**src/rtl/cpu_pkg.sv**
```systemverilog
// cpu_pkg: shared opcode/func constants, control-word layout and encodings for the decode stage
// Contents: OP_*/FN_* instruction constants, ALU/FPU/jump encodings,
//           ctrl_t packed control word, CTRL_W and per-field bit offsets.
package cpu_pkg;
    localparam logic [5:0] OP_RTYPE = 6'h00;
    localparam logic [5:0] OP_J     = 6'h02;
    localparam logic [5:0] OP_JAL   = 6'h03;
    localparam logic [5:0] OP_BNE   = 6'h05;
    localparam logic [5:0] OP_ADDI  = 6'h08;
    localparam logic [5:0] OP_FPU   = 6'h11;
    localparam logic [5:0] OP_LW    = 6'h23;
    localparam logic [5:0] OP_SW    = 6'h2b;

    localparam logic [5:0] FN_JR    = 6'h08;
    localparam logic [5:0] FN_XORI  = 6'h0e;
    localparam logic [5:0] FN_ADD   = 6'h20;
    localparam logic [5:0] FN_SUB   = 6'h22;
    localparam logic [5:0] FN_SLT   = 6'h2a;

    localparam logic [5:0] FN_ADDS  = 6'h00;
    localparam logic [5:0] FN_MULS  = 6'h02;
    localparam logic [5:0] FN_DIVS  = 6'h03;
    localparam logic [5:0] FN_SQRTS = 6'h04;
    localparam logic [5:0] FN_MULIS = 6'h05;

    typedef enum logic [2:0] {ALU_ADD, ALU_SUB, ALU_XOR, ALU_SLT} alu_op_e;
    typedef enum logic [2:0] {FPU_ADD, FPU_MUL, FPU_DIV, FPU_SQRT, FPU_MULI} fpu_op_e;
    typedef enum logic [1:0] {JMP_NONE, JMP_TARGET, JMP_REG} jump_e;

    // First member is the MSB of the packed word.
    typedef struct packed {
        logic    branch;
        logic    reg_write;
        logic    mem_write;
        logic    alu_src;
        logic    jal;
        logic    fp_reg_write;
        logic    fp_alu_src;
        jump_e   jump;
        logic    reg_dst;
        logic    mem_to_reg;
        logic    fp_reg_dst;
        alu_op_e alu_ctrl;
        fpu_op_e fp_alu_ctrl;
    } ctrl_t;

    localparam int CTRL_W            = $bits(ctrl_t);
    localparam int CTRL_FP_ALU_LSB   = 0;
    localparam int CTRL_ALU_LSB      = 3;
    localparam int CTRL_FP_REG_DST   = 6;
    localparam int CTRL_MEM_TO_REG   = 7;
    localparam int CTRL_REG_DST      = 8;
    localparam int CTRL_JUMP_LSB     = 9;
    localparam int CTRL_FP_ALU_SRC   = 11;
    localparam int CTRL_FP_REG_WRITE = 12;
    localparam int CTRL_JAL          = 13;
    localparam int CTRL_ALU_SRC      = 14;
    localparam int CTRL_MEM_WRITE    = 15;
    localparam int CTRL_REG_WRITE    = 16;
    localparam int CTRL_BRANCH       = 17;
endpackage

```
**src/rtl/decode_comb.sv**
```systemverilog
// decode_comb: combinational MIPS-subset decoder
// Ports: instruction (in); ctrl, illegal, rs/rt/rd, immediate, target,
//        fp_dst (FP destination register), is_fpu, fp_long (div.s/sqrt.s) (out).
module decode_comb
    import cpu_pkg::*;
(
    input  logic [31:0]       instruction,
    output logic [CTRL_W-1:0] ctrl,
    output logic              illegal,
    output logic [4:0]        rs,
    output logic [4:0]        rt,
    output logic [4:0]        rd,
    output logic [15:0]       immediate,
    output logic [25:0]       target,
    output logic [4:0]        fp_dst,
    output logic              is_fpu,
    output logic              fp_long
);
    logic [5:0] w_op;
    logic [5:0] w_fn;
    ctrl_t      w_c;
    logic       w_ill;

    assign w_op      = instruction[31:26];
    assign w_fn      = instruction[5:0];
    assign rs        = instruction[25:21];
    assign rt        = instruction[20:16];
    assign rd        = instruction[15:11];
    assign target    = instruction[25:0];
    assign immediate = (w_op == OP_JAL) ? 16'd8 : instruction[15:0];
    assign is_fpu    = w_op == OP_FPU;
    assign fp_long   = is_fpu && (w_fn == FN_DIVS || w_fn == FN_SQRTS);
    assign ctrl      = w_ill ? {CTRL_W{1'b0}} : w_c;
    assign illegal   = w_ill;
    assign fp_dst    = ctrl[CTRL_FP_REG_DST] ? rd : rt;

    always_comb begin
        w_c   = '0;
        w_ill = 1'b0;
        case (w_op)
            OP_LW: begin
                w_c.reg_write  = 1'b1;
                w_c.alu_src    = 1'b1;
                w_c.mem_to_reg = 1'b1;
            end
            OP_SW: begin
                w_c.mem_write = 1'b1;
                w_c.alu_src   = 1'b1;
            end
            OP_J: w_c.jump = JMP_TARGET;
            OP_JAL: begin
                w_c.jump      = JMP_TARGET;
                w_c.jal       = 1'b1;
                w_c.reg_write = 1'b1;
            end
            OP_BNE: begin
                w_c.branch   = 1'b1;
                w_c.alu_ctrl = ALU_SUB;
            end
            OP_ADDI: begin
                w_c.reg_write = 1'b1;
                w_c.alu_src   = 1'b1;
            end
            OP_RTYPE: begin
                w_c.reg_write = w_fn != FN_JR;
                w_c.reg_dst   = w_fn != FN_JR;
                case (w_fn)
                    FN_ADD:  w_c.alu_ctrl = ALU_ADD;
                    FN_SUB:  w_c.alu_ctrl = ALU_SUB;
                    FN_XORI: w_c.alu_ctrl = ALU_XOR;
                    FN_SLT:  w_c.alu_ctrl = ALU_SLT;
                    FN_JR:   w_c.jump     = JMP_REG;
                    default: w_ill        = 1'b1;
                endcase
            end
            OP_FPU: begin
                // muli.s takes an immediate operand and writes rt; the rest write rd
                w_c.fp_reg_write = 1'b1;
                w_c.fp_reg_dst   = w_fn != FN_MULIS;
                w_c.fp_alu_src   = w_fn == FN_MULIS;
                case (w_fn)
                    FN_ADDS:  w_c.fp_alu_ctrl = FPU_ADD;
                    FN_MULS:  w_c.fp_alu_ctrl = FPU_MUL;
                    FN_DIVS:  w_c.fp_alu_ctrl = FPU_DIV;
                    FN_SQRTS: w_c.fp_alu_ctrl = FPU_SQRT;
                    FN_MULIS: w_c.fp_alu_ctrl = FPU_MULI;
                    default:  w_ill           = 1'b1;
                endcase
            end
            default: w_ill = 1'b1;
        endcase
    end
endmodule

```
**src/rtl/decode_stage.sv**
```systemverilog
// decode_stage: pipelined decode register with valid/ready handshake and FPU busy scoreboard
// Ports: clk, reset (async, active-high); in_valid/in_ready/instruction (upstream);
//        out_valid/out_ready, ctrl, rs/rt/rd, immediate, target, illegal (downstream);
//        fp_busy (multicycle FPU op outstanding).
module decode_stage
    import cpu_pkg::*;
#(
    parameter int FP_DIV_LAT  = 8,
    parameter int FP_SQRT_LAT = 12
) (
    input  logic              clk,
    input  logic              reset,
    input  logic              in_valid,
    output logic              in_ready,
    input  logic [31:0]       instruction,
    output logic              out_valid,
    input  logic              out_ready,
    output logic [CTRL_W-1:0] ctrl,
    output logic [4:0]        rs,
    output logic [4:0]        rt,
    output logic [4:0]        rd,
    output logic [15:0]       immediate,
    output logic [25:0]       target,
    output logic              illegal,
    output logic              fp_busy
);
    logic [CTRL_W-1:0] w_ctrl;
    logic              w_illegal;
    logic [4:0]        w_rs;
    logic [4:0]        w_rt;
    logic [4:0]        w_rd;
    logic [15:0]       w_imm;
    logic [25:0]       w_target;
    logic [4:0]        w_fp_dst;
    logic              w_is_fpu;
    logic              w_fp_long;
    logic              w_hazard;
    logic              w_accept;
    logic              w_load;

    logic              r_out_valid;
    logic [CTRL_W-1:0] r_ctrl;
    logic [4:0]        r_rs;
    logic [4:0]        r_rt;
    logic [4:0]        r_rd;
    logic [15:0]       r_imm;
    logic [25:0]       r_target;
    logic              r_illegal;
    logic [7:0]        r_cnt;
    logic [4:0]        r_busy_reg;

    decode_comb u_dec (
        .instruction (instruction),
        .ctrl        (w_ctrl),
        .illegal     (w_illegal),
        .rs          (w_rs),
        .rt          (w_rt),
        .rd          (w_rd),
        .immediate   (w_imm),
        .target      (w_target),
        .fp_dst      (w_fp_dst),
        .is_fpu      (w_is_fpu),
        .fp_long     (w_fp_long)
    );

    assign fp_busy  = r_cnt != 8'd0;
    // Any FPU op touching the busy register, or a second long op, waits for the counter to reach 0.
    assign w_hazard = fp_busy && in_valid && w_is_fpu &&
                      (w_rs == r_busy_reg || w_rt == r_busy_reg || w_fp_dst == r_busy_reg || w_fp_long);
    assign in_ready = !reset && (!r_out_valid || out_ready) && !w_hazard;
    assign w_accept = in_valid && in_ready;
    assign w_load   = w_accept && !w_illegal && w_fp_long;

    assign out_valid = r_out_valid;
    assign ctrl      = r_ctrl;
    assign rs        = r_rs;
    assign rt        = r_rt;
    assign rd        = r_rd;
    assign immediate = r_imm;
    assign target    = r_target;
    assign illegal   = r_illegal;

    always_ff @(posedge clk or posedge reset) begin
        if (reset) begin
            r_out_valid <= 1'b0;
            r_ctrl      <= '0;
            r_rs        <= '0;
            r_rt        <= '0;
            r_rd        <= '0;
            r_imm       <= '0;
            r_target    <= '0;
            r_illegal   <= 1'b0;
            r_cnt       <= '0;
            r_busy_reg  <= '0;
        end else begin
            if (w_accept) begin
                r_out_valid <= 1'b1;
                r_ctrl      <= w_ctrl;
                r_rs        <= w_rs;
                r_rt        <= w_rt;
                r_rd        <= w_rd;
                r_imm       <= w_imm;
                r_target    <= w_target;
                r_illegal   <= w_illegal;
            end else if (out_ready) begin
                r_out_valid <= 1'b0;
            end
            if (w_load) begin
                r_cnt      <= (w_ctrl[CTRL_FP_ALU_LSB +: 3] == FPU_DIV) ? 8'(FP_DIV_LAT) : 8'(FP_SQRT_LAT);
                r_busy_reg <= w_fp_dst;
            end else if (fp_busy) begin
                r_cnt <= r_cnt - 8'd1;
            end
        end
    end
endmodule

```
**config.mk**
```make
export PLATFORM = sky130hd
export DESIGN_NAME = decode_stage
export DESIGN_NICKNAME = d
export VERILOG_FILES = /design/src/rtl/cpu_pkg.sv /design/src/rtl/decode_comb.sv /design/src/rtl/decode_stage.sv
export SDC_FILE = /design/constraint.sdc
export NUM_CORES = 1
export LEC_CHECK = 0
export CAP_MARGIN = 20
export CORE_MARGIN = 1.5
export CORE_UTILIZATION = 51
export CTS_CLUSTER_DIAMETER = 200
export DETAILED_ROUTE_END_ITERATION = 16
export GPL_TIMING_DRIVEN = 0
export PLACE_DENSITY = 0.95
export SYNTH_ARGS = -nofsm -noshare
export SYNTH_HDL_FRONTEND = slang
export SYNTH_SLANG_ARGS = --single-unit
export TNS_END_PERCENT = 50
```
**constraint.sdc**
```tcl
create_clock -name clk -period 4.7 [get_ports clk]
set_input_delay 0.94 -clock clk [delete_from_list [all_inputs] [get_ports clk]]
set_output_delay 0.94 -clock clk [all_outputs]
set_load 0.05 [all_outputs]
```
==> results of run 1 <==
## area by class of cell
class                      instances  share of cell area, %
buffer                            36                   5.20
clock buffer                      10                   2.40
clock inverter                     6                   2.17
timing repair buffer             108                   20.2
inverter                           4                  0.330
sequential                        73                   34.4
tap                               99                   2.33
multi-input combinational        228                   33.0
## cell families after synthesis
logic type               after synthesis  share of synthesized area, %
flip-flops                            73                          47.2
multiplexers                          42                          12.0
other                                  1                        0.0969
AO/OA/AOI/OAI                         61                          13.0
adder cells (fa/ha/maj)                1                         0.323
XOR/XNOR                              16                          3.62
AND/OR/NAND/NOR                      107                          16.2
buffers and inverters                 41                          7.63
## stage by stage
step | hold slack [ns] | util (%)
detailed placement | 0.466 | 69.6
global placement | 0.462 | 69.6
CTS | 0.483 | 72.9
floorplan | 0.489 | -
global route | 0.500 | 72.9
finish | 0.480 | 72.9
## critical path: stages
cell and delay (ns):
clkdlybuf4s50_1 0.63, nor4b_4 0.45, nand4_1 0.22, a211o_1 0.35, nand2_2 0.29, o211ai_1 0.14
and3_1 0.22, clkbuf_2 0.24
## synth_stat cells, types with 2 or more instances
master     instances
nand3_1            8
buf_4             18
a211oi_1           2
xor2_1             8
a221o_1           16
nand3b_1           2
a31oi_1            2
dfrtp_1           73
buf_12             3
clkbuf_1           9
buf_2              5
and2_1             4
inv_1              4
nor3b_1            2
nor2b_1            4
mux2i_1            7
xnor2_1            8
nand2_1           15
nand4_1            4
nand2b_1           7
and3_1            18
nor4_1             5
a211o_1            2
a21o_1            11
o2bb2ai_1          2
mux2_2             6
nor3_1            10
nor2_1            17
a21oi_1           10
or2_2              2
mux2_1            29
o21ai_0            5
## layer usage
layer	track usage, %	vias to the layer above	part of all wire (%)
li1	-	1467	-
met1	32.6	1647	41
met2	41.9	177	49
met3	6.18	19	7.5
met4	10.6	0	2.2
met5	0	-	0
## where the power goes
| group | total [mW] | internal, mW | switching (mW) | leakage, nW |
|---|---|---|---|---|
| Sequential | 0.836 | 0.738 | 0.0974 | 0.912 |
| Clock | 0.606 | 0.356 | 0.251 | 0.117 |
| Combinational | 0.956 | 0.366 | 0.590 | 1.36 |
| Total | 2.40 | 1.46 | 0.938 | 2.39 |
## path summary, 6_finish.rpt
check                                      endpoint  cells after the start  slack, ns
min reg2reg                     ctrl[1]$_DFFE_PP0P_                      1       0.48
max in group asynchronous      ctrl[16]$_DFFE_PP0P_                      2       2.97
max                                        in_ready                      8       0.29
max reg2reg                immediate[3]$_DFFE_PP0P_                     10       2.06
min                             ctrl[1]$_DFFE_PP0P_                      1       0.48
min in group asynchronous       ctrl[0]$_DFFE_PP0P_                      2       1.13
## repair_timing
item | CTS | global route
gates cloned | 0 | 0
resized for setup | 2 | 2
hold buffers | 0 | 0
setup endpoints to repair | 1 | 1
==> impl_metrics.env, run 1 <==
export IMPL_status="finished, final reports clean"
export IMPL_cp_arrival_ns=3.47
export IMPL_placedCellCount=549
export IMPL_multi_input_area_um2=1750
export IMPL_place_ws_ns=-0.398
export IMPL_yosys_area_top_type="dfrtp_1"
export IMPL_period_needed_ns=4.41
export IMPL_power_total_mw=2.40
export IMPL_finalMaxSlewViolations=0
export IMPL_cts_tree="yes"
export IMPL_crit_path_end_kind="output port"
export IMPL_synth_top_area_share_pct=47.2
export IMPL_design_area_um2=5320
export IMPL_syn_instance_count=342
export IMPL_synth_cell_type_count=56
export IMPL_gr_total_overflow=0
export IMPL_cap_violations=0
export IMPL_place_congestion=0.880
export IMPL_netlist_area_um2=3870
export IMPL_cts_root_buf="clkbuf_8"
export IMPL_place_area_um2=5080
export IMPL_viasPerCell=5.87
export IMPL_n_antenna_cell=0
export IMPL_dr_pass1_iters=5
export IMPL_die_area_um2=8120
export IMPL_final_common_cell="clkdlybuf4s50_1"
export IMPL_syn2layout_area_growth_pct=37.3
export IMPL_synth_edf_count=0
export IMPL_p_leak_nw=2.39
export IMPL_min_delay_start="ctrl[1]$_DFFE_PP0P_"
export IMPL_cts_buffers=9
export IMPL_tightest_slew_ns=0.906
export IMPL_drt_iter0_drc=291
export IMPL_port_buffer_count=108
export IMPL_synthArstFlopShare_pct=100
export IMPL_rsz0062_at_grt="false"
export IMPL_cp_required_ns=3.76
export IMPL_first_global_vias=3322
export IMPL_fp_dieW_um=90.1
export IMPL_die_y_um=90.1
export IMPL_clk_path_buf_depth=2
export IMPL_cp_start_kind="primary input"
export IMPL_clk_latency_ns=0.35
export IMPL_fmax_ghz=0.227
export IMPL_ys_seq_area_share_pct=47.2
export IMPL_period_share_pct=93.8
export IMPL_holdCritPathClass="reg2reg"
export IMPL_totalWireLength_um=10100
export IMPL_yosys_warnings=0
export IMPL_ys_flop_type="dfrtp_1"
export IMPL_num_vias=3310
export IMPL_grt_pass1_wl_um=16500
export IMPL_hold_viol=0
export IMPL_drt_wirelength_per_cell_um=17.9
export IMPL_n_fill_cell=499
export IMPL_critPathKind="in2out"
export IMPL_peakVddDrop_uv=360
export IMPL_ios=115
export IMPL_synth_area_leaders="dfrtp_1 47%, mux2_1 8.4%, a221o_1 4.1%, buf_4 3.5%, and3_1 2.9%"
export IMPL_start_util_pct=53.1
export IMPL_seqCellArea_um2=1830
export IMPL_drive_gt1_share_pct=14.2
export IMPL_antenna_found_initial=0
export IMPL_core_area_um2=7290
export IMPL_drc=0
export IMPL_finalSetupViolCount=0
export IMPL_synth_avg_cell_area_um2=11.3
export IMPL_dp_hpwl_um=7400
export IMPL_r2r_start="r_cnt[0]$_DFFE_PP0P_"
export IMPL_ant_nets=0
export IMPL_grt_max_degree=77
export IMPL_setup_ws_ns=0.291
export IMPL_cts_htree_levels=3
export IMPL_skew_ns=0.00612
export IMPL_maxSlewHeadroom_pct=39.6
export IMPL_syn_nets=379
export IMPL_cts_setup_buffers=0
export IMPL_cp_startpoint="instruction[30]"
export IMPL_num_nets_final=497
export IMPL_cp_max_fo=19
export IMPL_clock_sinks=73
export IMPL_rows=31
export IMPL_clk_pin_slew_ns=0.07
export IMPL_most_common_layout_cells="107 x clkdlybuf4s50_1, 73 x dfrtp_1, 29 x mux2_1"
export IMPL_grt_use_total_pct=25.6
export IMPL_power_density_nw_per_um2=451
export IMPL_ys_seq_elements=73
export IMPL_timing_setup_tns_ns=0
export IMPL_instances_no_fill=564
Power figures use the tool's default switching activity.
==> inputs of run 2 (changes only) <==
--- a/config.mk
+++ b/config.mk
@@ -12,6 +12,7 @@
 export DETAILED_ROUTE_END_ITERATION = 16
 export GPL_TIMING_DRIVEN = 0
 export PLACE_DENSITY = 0.95
+export SLEW_MARGIN = 20
 export SYNTH_ARGS = -nofsm -noshare
 export SYNTH_HDL_FRONTEND = slang
 export SYNTH_SLANG_ARGS = --single-unit
==> impl_metrics.env, run 2 (synthesis results as in run 1) <==
export IMPL_status="finished, final reports clean"
export IMPL_first_global_vias=3332
export IMPL_gr_total_overflow=0
export IMPL_rsz0062_at_grt="false"
export IMPL_cp_cell_sequence="clkdlybuf4s50_1, nor4b_4, nand4_1, a211o_1, nand2_2, o211ai_1, and3_1, clkbuf_2"
export IMPL_core_area_um2=7290
export IMPL_fin_hold_ws_ns=0.480
export IMPL_cp_start_kind="primary input"
export IMPL_die_area_um2=8120
export IMPL_clock_sinks=73
export IMPL_grt_max_degree=50
export IMPL_max_stage_delay_ns=0.63
export IMPL_min_delay_start="ctrl[1]$_DFFE_PP0P_"
export IMPL_power_total_mw=2.41
export IMPL_peakVddDrop_uv=301
export IMPL_period_share_pct=93.6
export IMPL_power_density_nw_per_um2=451
export IMPL_cp_required_ns=3.76
export IMPL_cp_arrival_ns=3.46
export IMPL_period_needed_ns=4.40
export IMPL_drive_gt1_share_pct=14.4
export IMPL_p_leak_nw=2.41
export IMPL_place_congestion=0.880
export IMPL_num_nets_final=498
export IMPL_cp_startpoint="instruction[30]"
export IMPL_finalSetupViolCount=0
export IMPL_cts_htree_levels=3
export IMPL_ant_nets=0
export IMPL_clk_pin_slew_ns=0.07
export IMPL_grt_use_total_pct=26.3
export IMPL_finalMaxSlewViolations=0
export IMPL_cp_top_family="simple AND/OR/NAND/NOR gates"
export IMPL_totalWireLength_um=10100
export IMPL_holdCritPathClass="reg2reg"
export IMPL_crit_path_end_kind="output port"
export IMPL_cp_max_fo=19
export IMPL_skew_ns=0.00677
export IMPL_most_common_layout_cells="107 x clkdlybuf4s50_1, 73 x dfrtp_1, 29 x mux2_1"
export IMPL_start_util_pct=53.1
export IMPL_hold_viol=0
export IMPL_cts_tree="yes"
export IMPL_cts_hold_buf=0
export IMPL_clk_path_buf_depth=2
export IMPL_drc=0
export IMPL_cts_buffers=9
export IMPL_fmax_ghz=0.227
export IMPL_antenna_found_initial=0
export IMPL_die_y_um=90.1
export IMPL_drt_iter0_drc=286
export IMPL_clk_latency_ns=0.35
export IMPL_port_buffer_count=108
export IMPL_rows=31
export IMPL_dp_hpwl_um=7490
export IMPL_critPathKind="in2out"
export IMPL_n_antenna_cell=0
export IMPL_cts_root_buf="clkbuf_8"
export IMPL_r2r_start="r_cnt[0]$_DFFE_PP0P_"
export IMPL_slowest_stage="clkdlybuf4s50_1"
export IMPL_drt_wirelength_per_cell_um=17.8
export IMPL_maxSlewHeadroom_pct=58.4
export IMPL_tightest_slew_ns=0.618
export IMPL_final_common_cell="clkdlybuf4s50_1"
export IMPL_grt_pass1_wl_um=16900
export IMPL_cap_violations=0
export IMPL_viasPerCell=5.75
export IMPL_ios=115
export IMPL_num_vias=3251
export IMPL_crit_buf_inv=2
export IMPL_syn2layout_area_growth_pct=38.3
export IMPL_dr_pass1_iters=4
export IMPL_fp_dieW_um=90.1
==> run 2: cell types whose count changed in the layout (fill, tap and decap cells not counted) <==
cell | before | now
clkinvlp_4 | 1 | 0
inv_6 | 1 | 0
clkbuf_8 | 9 | 11
buf_16 | 0 | 1
==> run 2: metrics by stage <==
| stage | setup WS, ns | utilization, % | cell area [um2] | instances | setup TNS, ns |
|---|---|---|---|---|---|
| after floorplan | 0.158 | - | 3870 | 342 | 0 |
| after global placement | -1.34 | 69.6 | 5080 | 549 | -77.40 |
| after detailed placement | -0.396 | 70.0 | 5110 | 550 | -0.396 |
| after CTS | 0.133 | 73.5 | 5360 | 565 | 0 |
| after global routing | 0.173 | 73.4 | 5350 | 565 | 0 |
| final | 0.300 | 73.4 | 5350 | 565 | 0 |
==> run 2: worst paths after layout <==
| path | end | slack, ns | cells after the start |
|---|---|---|---|
| max | in_ready | 0.30 | 8 |
| min | ctrl[1]$_DFFE_PP0P_ | 0.48 | 1 |
| max reg2reg | immediate[3]$_DFFE_PP0P_ | 2.04 | 10 |
| min reg2reg | ctrl[1]$_DFFE_PP0P_ | 0.48 | 1 |
| max in group asynchronous | ctrl[15]$_DFFE_PP0P_ | 3.22 | 3 |
| min in group asynchronous | immediate[9]$_DFFE_PP0P_ | 0.93 | 2 |
==> run 2: what timing repair did <==
action	in CTS	in global routing
gates resized for setup	2	2
hold endpoints to repair	0	0
setup endpoints to repair	1	1
setup buffers	0	0
pin swaps	0	0
==> run 2: report_power, final <==
| part | leakage [nW] | internal (mW) | switching, mW | total, mW |
|---|---|---|---|---|
| Combinational | 1.37 | 0.369 | 0.591 | 0.960 |
| Clock | 0.127 | 0.383 | 0.234 | 0.617 |
| Sequential | 0.912 | 0.739 | 0.0969 | 0.835 |
| Total | 2.41 | 1.49 | 0.922 | 2.41 |
==> run 2: final cells by class <==
class | count | area, um2
Fill cell | 497 | 1940
Clock buffer | 12 | 155
Inverter | 4 | 17.5
Timing Repair Buffer | 109 | 1100
Sequential cell | 73 | 1830
Multi-Input combinational cell | 228 | 1750
Clock inverter | 4 | 98.8
Tap cell | 99 | 124
Buffer | 36 | 277
==> run 2: layer usage <==
metal	vias up	routed length (um)	GRT usage [%]
met4	0	325	13.5
met5	-	0	0
li1	1468	-	-
met3	27	614	4.91
met1	1613	4210	34.3
met2	143	4930	41.8
